[config.mk]
export PLATFORM = sky130hd
export DESIGN_NAME = comparator_seq
export DESIGN_NICKNAME = d
export VERILOG_FILES = /design/src/rtl/comparator_seq.sv
export SDC_FILE = /design/constraint.sdc
export NUM_CORES = 1
export LEC_CHECK = 0
export ABC_AREA = 0
export CAP_MARGIN = 10
export CORE_MARGIN = 2
export CORE_UTILIZATION = 40
export CTS_CLUSTER_DIAMETER = 40
export DETAILED_ROUTE_END_ITERATION = 6
export PLACE_DENSITY = 0.76
export SYNTH_ARGS = -nofsm -noshare
export SYNTH_HDL_FRONTEND = slang
export SYNTH_SLANG_ARGS = --single-unit
[constraint.sdc]
create_clock -name CLK -period 3 [get_ports CLK]
set_clock_uncertainty 0.2 [all_clocks]
set_input_delay 0.6 -clock CLK [delete_from_list [all_inputs] [get_ports CLK]]
set_output_delay 0.6 -clock CLK [all_outputs]
set_load 0.05 [all_outputs]
[src/rtl/comparator_seq.sv]
// Load/compare sequencer for the 32-lane comparator array: takes A/B operand pairs from a
// valid/ready stream and returns the array result on a valid/ready stream.
// Optional PAIR_CNT result counter when COMPARATOR_SEQ_COUNT_EN is defined.
module comparator_seq #(
  parameter int unsigned RESULT_LAT = 1
) (
  input  logic        CLK,
  input  logic        RSTL,
  input  logic [63:0] S_DATA,
  input  logic        S_MODE,
  input  logic        S_VALID,
  output logic        S_READY,
  output logic [63:0] M_DATA,
  output logic        M_VALID,
  input  logic        M_READY,
  output logic [63:0] CMP_D_IN,
  output logic        CMP_D_EN,
  output logic        CMP_SWITCH,
  output logic        CMP_COMPARE_EN,
  output logic        CMP_COMPARE_MODE,
  input  logic [63:0] CMP_D_OUT,
  output logic        BUSY
`ifdef COMPARATOR_SEQ_COUNT_EN
  ,
  output logic [15:0] PAIR_CNT
`endif
);

  localparam logic [3:0] LatCnt = 4'(RESULT_LAT);

  typedef enum logic [2:0] {
    StIdle,
    StLoadA,
    StLoadB,
    StCmp,
    StWait,
    StOut
  } state_e;

  state_e      state_q, state_d;
  logic        s_ready_q, s_ready_d;
  logic [63:0] d_in_q, d_in_d;
  logic        d_en_q, d_en_d;
  logic        switch_q, switch_d;
  logic        mode_q, mode_d;
  logic        cmp_en_q, cmp_en_d;
  logic        cmp_mode_q, cmp_mode_d;
  logic [3:0]  cnt_q, cnt_d;
  logic [63:0] m_data_q, m_data_d;
  logic        m_valid_q, m_valid_d;
  logic        res_hs;

  assign res_hs = (state_q == StOut) && m_valid_q && M_READY;

  always_comb begin
    state_d    = state_q;
    d_in_d     = d_in_q;
    d_en_d     = 1'b0;
    switch_d   = switch_q;
    mode_d     = mode_q;
    cmp_en_d   = 1'b0;
    cmp_mode_d = 1'b0;
    cnt_d      = cnt_q;
    m_data_d   = m_data_q;
    m_valid_d  = m_valid_q;

    unique case (state_q)
      StIdle: state_d = StLoadA;
      StLoadA: begin
        if (S_VALID && s_ready_q) begin
          d_in_d   = S_DATA;
          d_en_d   = 1'b1;
          switch_d = 1'b0;
          state_d  = StLoadB;
        end
      end
      StLoadB: begin
        if (S_VALID && s_ready_q) begin
          d_in_d   = S_DATA;
          d_en_d   = 1'b1;
          switch_d = 1'b1;
          mode_d   = S_MODE;
          state_d  = StCmp;
        end
      end
      StCmp: begin
        // Compare strobe is registered so it lands one cycle after the B load pulse.
        cmp_en_d   = 1'b1;
        cmp_mode_d = mode_q;
        cnt_d      = LatCnt;
        state_d    = StWait;
      end
      StWait: begin
        if (cnt_q == 4'd0) begin
          m_data_d  = CMP_D_OUT;
          m_valid_d = 1'b1;
          state_d   = StOut;
        end else begin
          cnt_d = cnt_q - 4'd1;
        end
      end
      StOut: begin
        if (res_hs) begin
          m_valid_d = 1'b0;
          state_d   = StLoadA;
        end
      end
      default: state_d = StIdle;
    endcase

    s_ready_d = (state_d == StLoadA) || (state_d == StLoadB);
  end

  always_ff @(posedge CLK or negedge RSTL) begin
    if (!RSTL) begin
      state_q    <= StIdle;
      s_ready_q  <= 1'b0;
      d_in_q     <= '0;
      d_en_q     <= 1'b0;
      switch_q   <= 1'b0;
      mode_q     <= 1'b0;
      cmp_en_q   <= 1'b0;
      cmp_mode_q <= 1'b0;
      cnt_q      <= '0;
      m_data_q   <= '0;
      m_valid_q  <= 1'b0;
    end else begin
      state_q    <= state_d;
      s_ready_q  <= s_ready_d;
      d_in_q     <= d_in_d;
      d_en_q     <= d_en_d;
      switch_q   <= switch_d;
      mode_q     <= mode_d;
      cmp_en_q   <= cmp_en_d;
      cmp_mode_q <= cmp_mode_d;
      cnt_q      <= cnt_d;
      m_data_q   <= m_data_d;
      m_valid_q  <= m_valid_d;
    end
  end

  assign S_READY          = s_ready_q;
  assign M_DATA           = m_data_q;
  assign M_VALID          = m_valid_q;
  assign CMP_D_IN         = d_in_q;
  assign CMP_D_EN         = d_en_q;
  assign CMP_SWITCH       = switch_q;
  assign CMP_COMPARE_EN   = cmp_en_q;
  assign CMP_COMPARE_MODE = cmp_mode_q;
  assign BUSY             = (state_q != StIdle) && (state_q != StLoadA);

`ifdef COMPARATOR_SEQ_COUNT_EN
  logic [15:0] pair_cnt_q, pair_cnt_d;

  always_comb begin
    pair_cnt_d = pair_cnt_q;
    if (res_hs && (pair_cnt_q != 16'hFFFF)) begin
      pair_cnt_d = pair_cnt_q + 16'd1;
    end
  end

  always_ff @(posedge CLK or negedge RSTL) begin
    if (!RSTL) begin
      pair_cnt_q <= '0;
    end else begin
      pair_cnt_q <= pair_cnt_d;
    end
  end

  assign PAIR_CNT = pair_cnt_q;
`endif

  a_ready_in_load: assert property (@(posedge CLK) disable iff (!RSTL)
    S_READY |-> ((state_q == StLoadA) || (state_q == StLoadB)));
  a_cmp_single: assert property (@(posedge CLK) disable iff (!RSTL)
    CMP_COMPARE_EN |=> !CMP_COMPARE_EN);
  a_result_hold: assert property (@(posedge CLK) disable iff (!RSTL)
    (M_VALID && !M_READY) |=> (M_VALID && $stable(M_DATA)));

endmodule

==> impl_summary.log <==
[metrics] run status: finished clean
[metrics] CTS tree: yes
[metrics] clock-pin slew of the registers on the worst-case setup and hold paths: 0.06 ns
[metrics] Clk Tree Root Cell: clkbuf_16
[metrics] highest clock rate: 357 MHz
[metrics] final critical-path required period: 2.80 ns
[metrics] path type of the worst setup path: flip-flop to output pin
[metrics] post-synthesis cell type count: 30
[metrics] pin count of the biggest net entering global routing: 67
[metrics] hold_buf cts: 1
[metrics] Core Region: 0.0137 sq mm
[metrics] router iterations before antenna repair: 4
[metrics] I/O pin count: 268
[metrics] arrival time of the worst setup path: 2.00 ns
[metrics] source-to-sink clock delay at the later pin of the worst-skew pair: ~0.41 ns
[metrics] GP Congestion: 0.791
[metrics] worst min path class: flip-flop to flip-flop
[metrics] count of warnings emitted by yosys: 0
[metrics] clock buffer count from CTS: 17
[metrics] maximum buffer depth of the clock tree: 2
[metrics] post-cts repair resize count: 0
[metrics] met2 routing resource usage after global routing: 0.324
[metrics] Critical Path RT: between 2 and 2.5 ns
[metrics] global router's overall resource usage: 0.186
[metrics] ANT nets after route: 0
[metrics] Post-Syn Area: 0.00556 sq mm
[metrics] critical path endpoint category: output pin
[metrics] FF+latch count, synth: about 140
[metrics] GRT overflow: 0
[metrics] routed wire length per instance: 17.2 um
[metrics] Setup-failing EPs final: 0
[metrics] global routing met3 resource utilization: 0.0623
[metrics] Slew Limit Headroom: 0.274
[metrics] area of the die: 0.0149 sq mm
[metrics] worst hold margin: 0.283 ns
[metrics] detailed placement HPWL: 9940 um
[metrics] global-route met1 utilization: 0.209
[metrics] fin crit share: 0.933
[metrics] setup repair after global routing missed its margin: no
[metrics] post-CTS repair timing setup buffer count: 0
[metrics] pin slew with the least headroom to its limit: ~1.1 ns
[metrics] layout cell share with drive strength beyond 1: 0.271
[metrics] maximum level of the CTS H-tree: 4
[metrics] category of the worst setup path launch point: flip-flop
[metrics] starting utilization of the core area: 0.405
[metrics] Seq/Total Area, Yosys: 0.639
[metrics] core utilization of the finished layout: 0.660
[metrics] final number of max-transition violations: 0
[metrics] Routed WL: 13800 um
[metrics] antenna violations before repair: 0
[metrics] Syn Inst Count: 336
[metrics] max-capacitance violation count: 0
[metrics] first-pass GRT wire length: 20900 um
[metrics] violation count after the first detailed-routing iteration: 124
[metrics] total number of nets in the final design: between 700 and 800
[metrics] Num Clock Sinks: approximately 140
[metrics] routed vias/inst: 4.69
[metrics] placement row count: 43
[metrics] Via Count: 3759
[metrics] vias in the first global route: 4092
[metrics] die outline width: 122 um
[metrics] post-synth net total: 470
[metrics] final hold vios: 0
[metrics] Setup TNS: 0 ns
[metrics] synth-to-layout area growth: 63.0%
[metrics] crit path max fanout: 13
[metrics] PortBufs: 267
[metrics] diode count: 0
[metrics] synthesized area divided by synthesized cell count: around 17 sq um
[metrics] grt peak-use layer: met2
[metrics] detailed-route DRC error count: 0
[metrics] Die Ht: 122 um
cells in the mapped netlist:
library cell / n / share of area
nand2b_1: 1 / 0.0011
nor2_1: 4 / 0.0027
nand4b_1: 1 / 0.0016
a221o_1: 1 / 0.0018
dfrtp_1: 142 / 0.64
a21o_1: 1 / 0.0014
mux2i_1: 3 / 0.0054
inv_1: 4 / 0.0027
nand2_1: 6 / 0.0041
nand3_1: 4 / 0.0036
o21a_1: 1 / 0.0014
mux2_4: 38 / 0.10
or3_4: 1 / 0.0020
buf_2: 10 / 0.0090
mux2_2: 91 / 0.18
o31ai_1: 1 / 0.0014
nor3b_1: 1 / 0.0014
buf_6: 5 / 0.010
a21oi_1: 4 / 0.0036
a32oi_1: 1 / 0.0016
o21ai_0: 2 / 0.0018
nor2b_1: 3 / 0.0034
xnor2_1: 1 / 0.0016
or2_2: 1 / 0.0011
ha_1: 1 / 0.0023
or3b_4: 1 / 0.0020
clkbuf_1: 2 / 0.0014
nand3b_1: 1 / 0.0014
nor3_1: 2 / 0.0018
and2_1: 2 / 0.0023
critical path, stage by stage, from the launching register on:
cell,delay (ns)
dfrtp_1,0.52
or2_2,0.36
clkdlybuf4s50_1,0.70
stage by stage:
step / setup WS, ns / cells / cell area (sq um)
after floorplan: 0.780 / 336 / 5560
after global placement: 0.493 / 769 / 8410
after global routing: 0.118 / 801 / 9060
after detailed placement: 0.417 / 769 / 8410
final: 0.201 / 801 / 9060
after CTS: 0.191 / 801 / 9060
flip-flops by register name, summed over array words and instances (netlist names):
register,cells
CMP_D_IN,64
M_DATA,64
cnt_q,4
state_q,3
CMP_COMPARE_EN,1
CMP_COMPARE_MODE,1
CMP_D_EN,1
CMP_SWITCH,1
M_VALID,1
S_READY,1
mode_q,1
layout make-up:
cell class	instances	area, sq um
sequential	142	3550
timing repair buffer	271	2740
inverter	4	15.0
tap	180	225
clock inverter	10	160
clock buffer	21	480
fill	1003	4660
multi-input combinational	173	1880
worst paths after layout:
check                      startpoint                to  slack (ns)  cells past startpoint
min in group asynchronous        RSTL        M_DATA[53]        0.55                      2
min                            mode_q  CMP_COMPARE_MODE        0.28                      1
max                        state_q[1]              BUSY        0.20                      2
min reg2reg                    mode_q  CMP_COMPARE_MODE        0.28                      1
max in group asynchronous        RSTL          cnt_q[2]        1.38                      3
max reg2reg                  cnt_q[0]        M_DATA[59]        0.43                      5
logic make-up after synthesis:
| family | synth area share |
|---|---|
| AOI/OAI and AO/OA | 0.0128 |
| xor gates and xnor gates | 0.00158 |
| adders and majority gates | 0.00225 |
| buffers and inverters | 0.0232 |
| DFF | 0.639 |
| muxes | 0.292 |
| and+or+nand+nor | 0.0284 |
cell usage in the layout (no fill, tap or decap), types with 2 or more instances in the layout:
| cell type | count |
|---|---|
| mux2_4 | 38 |
| mux2_2 | 91 |
| nand3_1 | 4 |
| clkbuf_16 | 17 |
| bufinv_16 | 4 |
| nor2b_1 | 3 |
| dfrtp_1 | 142 |
| clkinv_4 | 2 |
| and2_1 | 2 |
| a21oi_1 | 4 |
| clkdlybuf4s50_1 | 266 |
| clkinv_2 | 3 |
| buf_12 | 3 |
| nor2_1 | 4 |
| o21ai_0 | 2 |
| nand2_1 | 6 |
| inv_1 | 4 |
| clkbuf_8 | 4 |
| mux2i_1 | 3 |
metal layers:
layer	vias up	routed length, um
li1	1723	-
met1	1862	5210
met2	150	7200
met3	24	1060
met4	0	301
met5	-	0
Power is left out: the tool's default activity adds up to more than one toggle a clock period on the data nets, which glitch-free logic cannot reach.
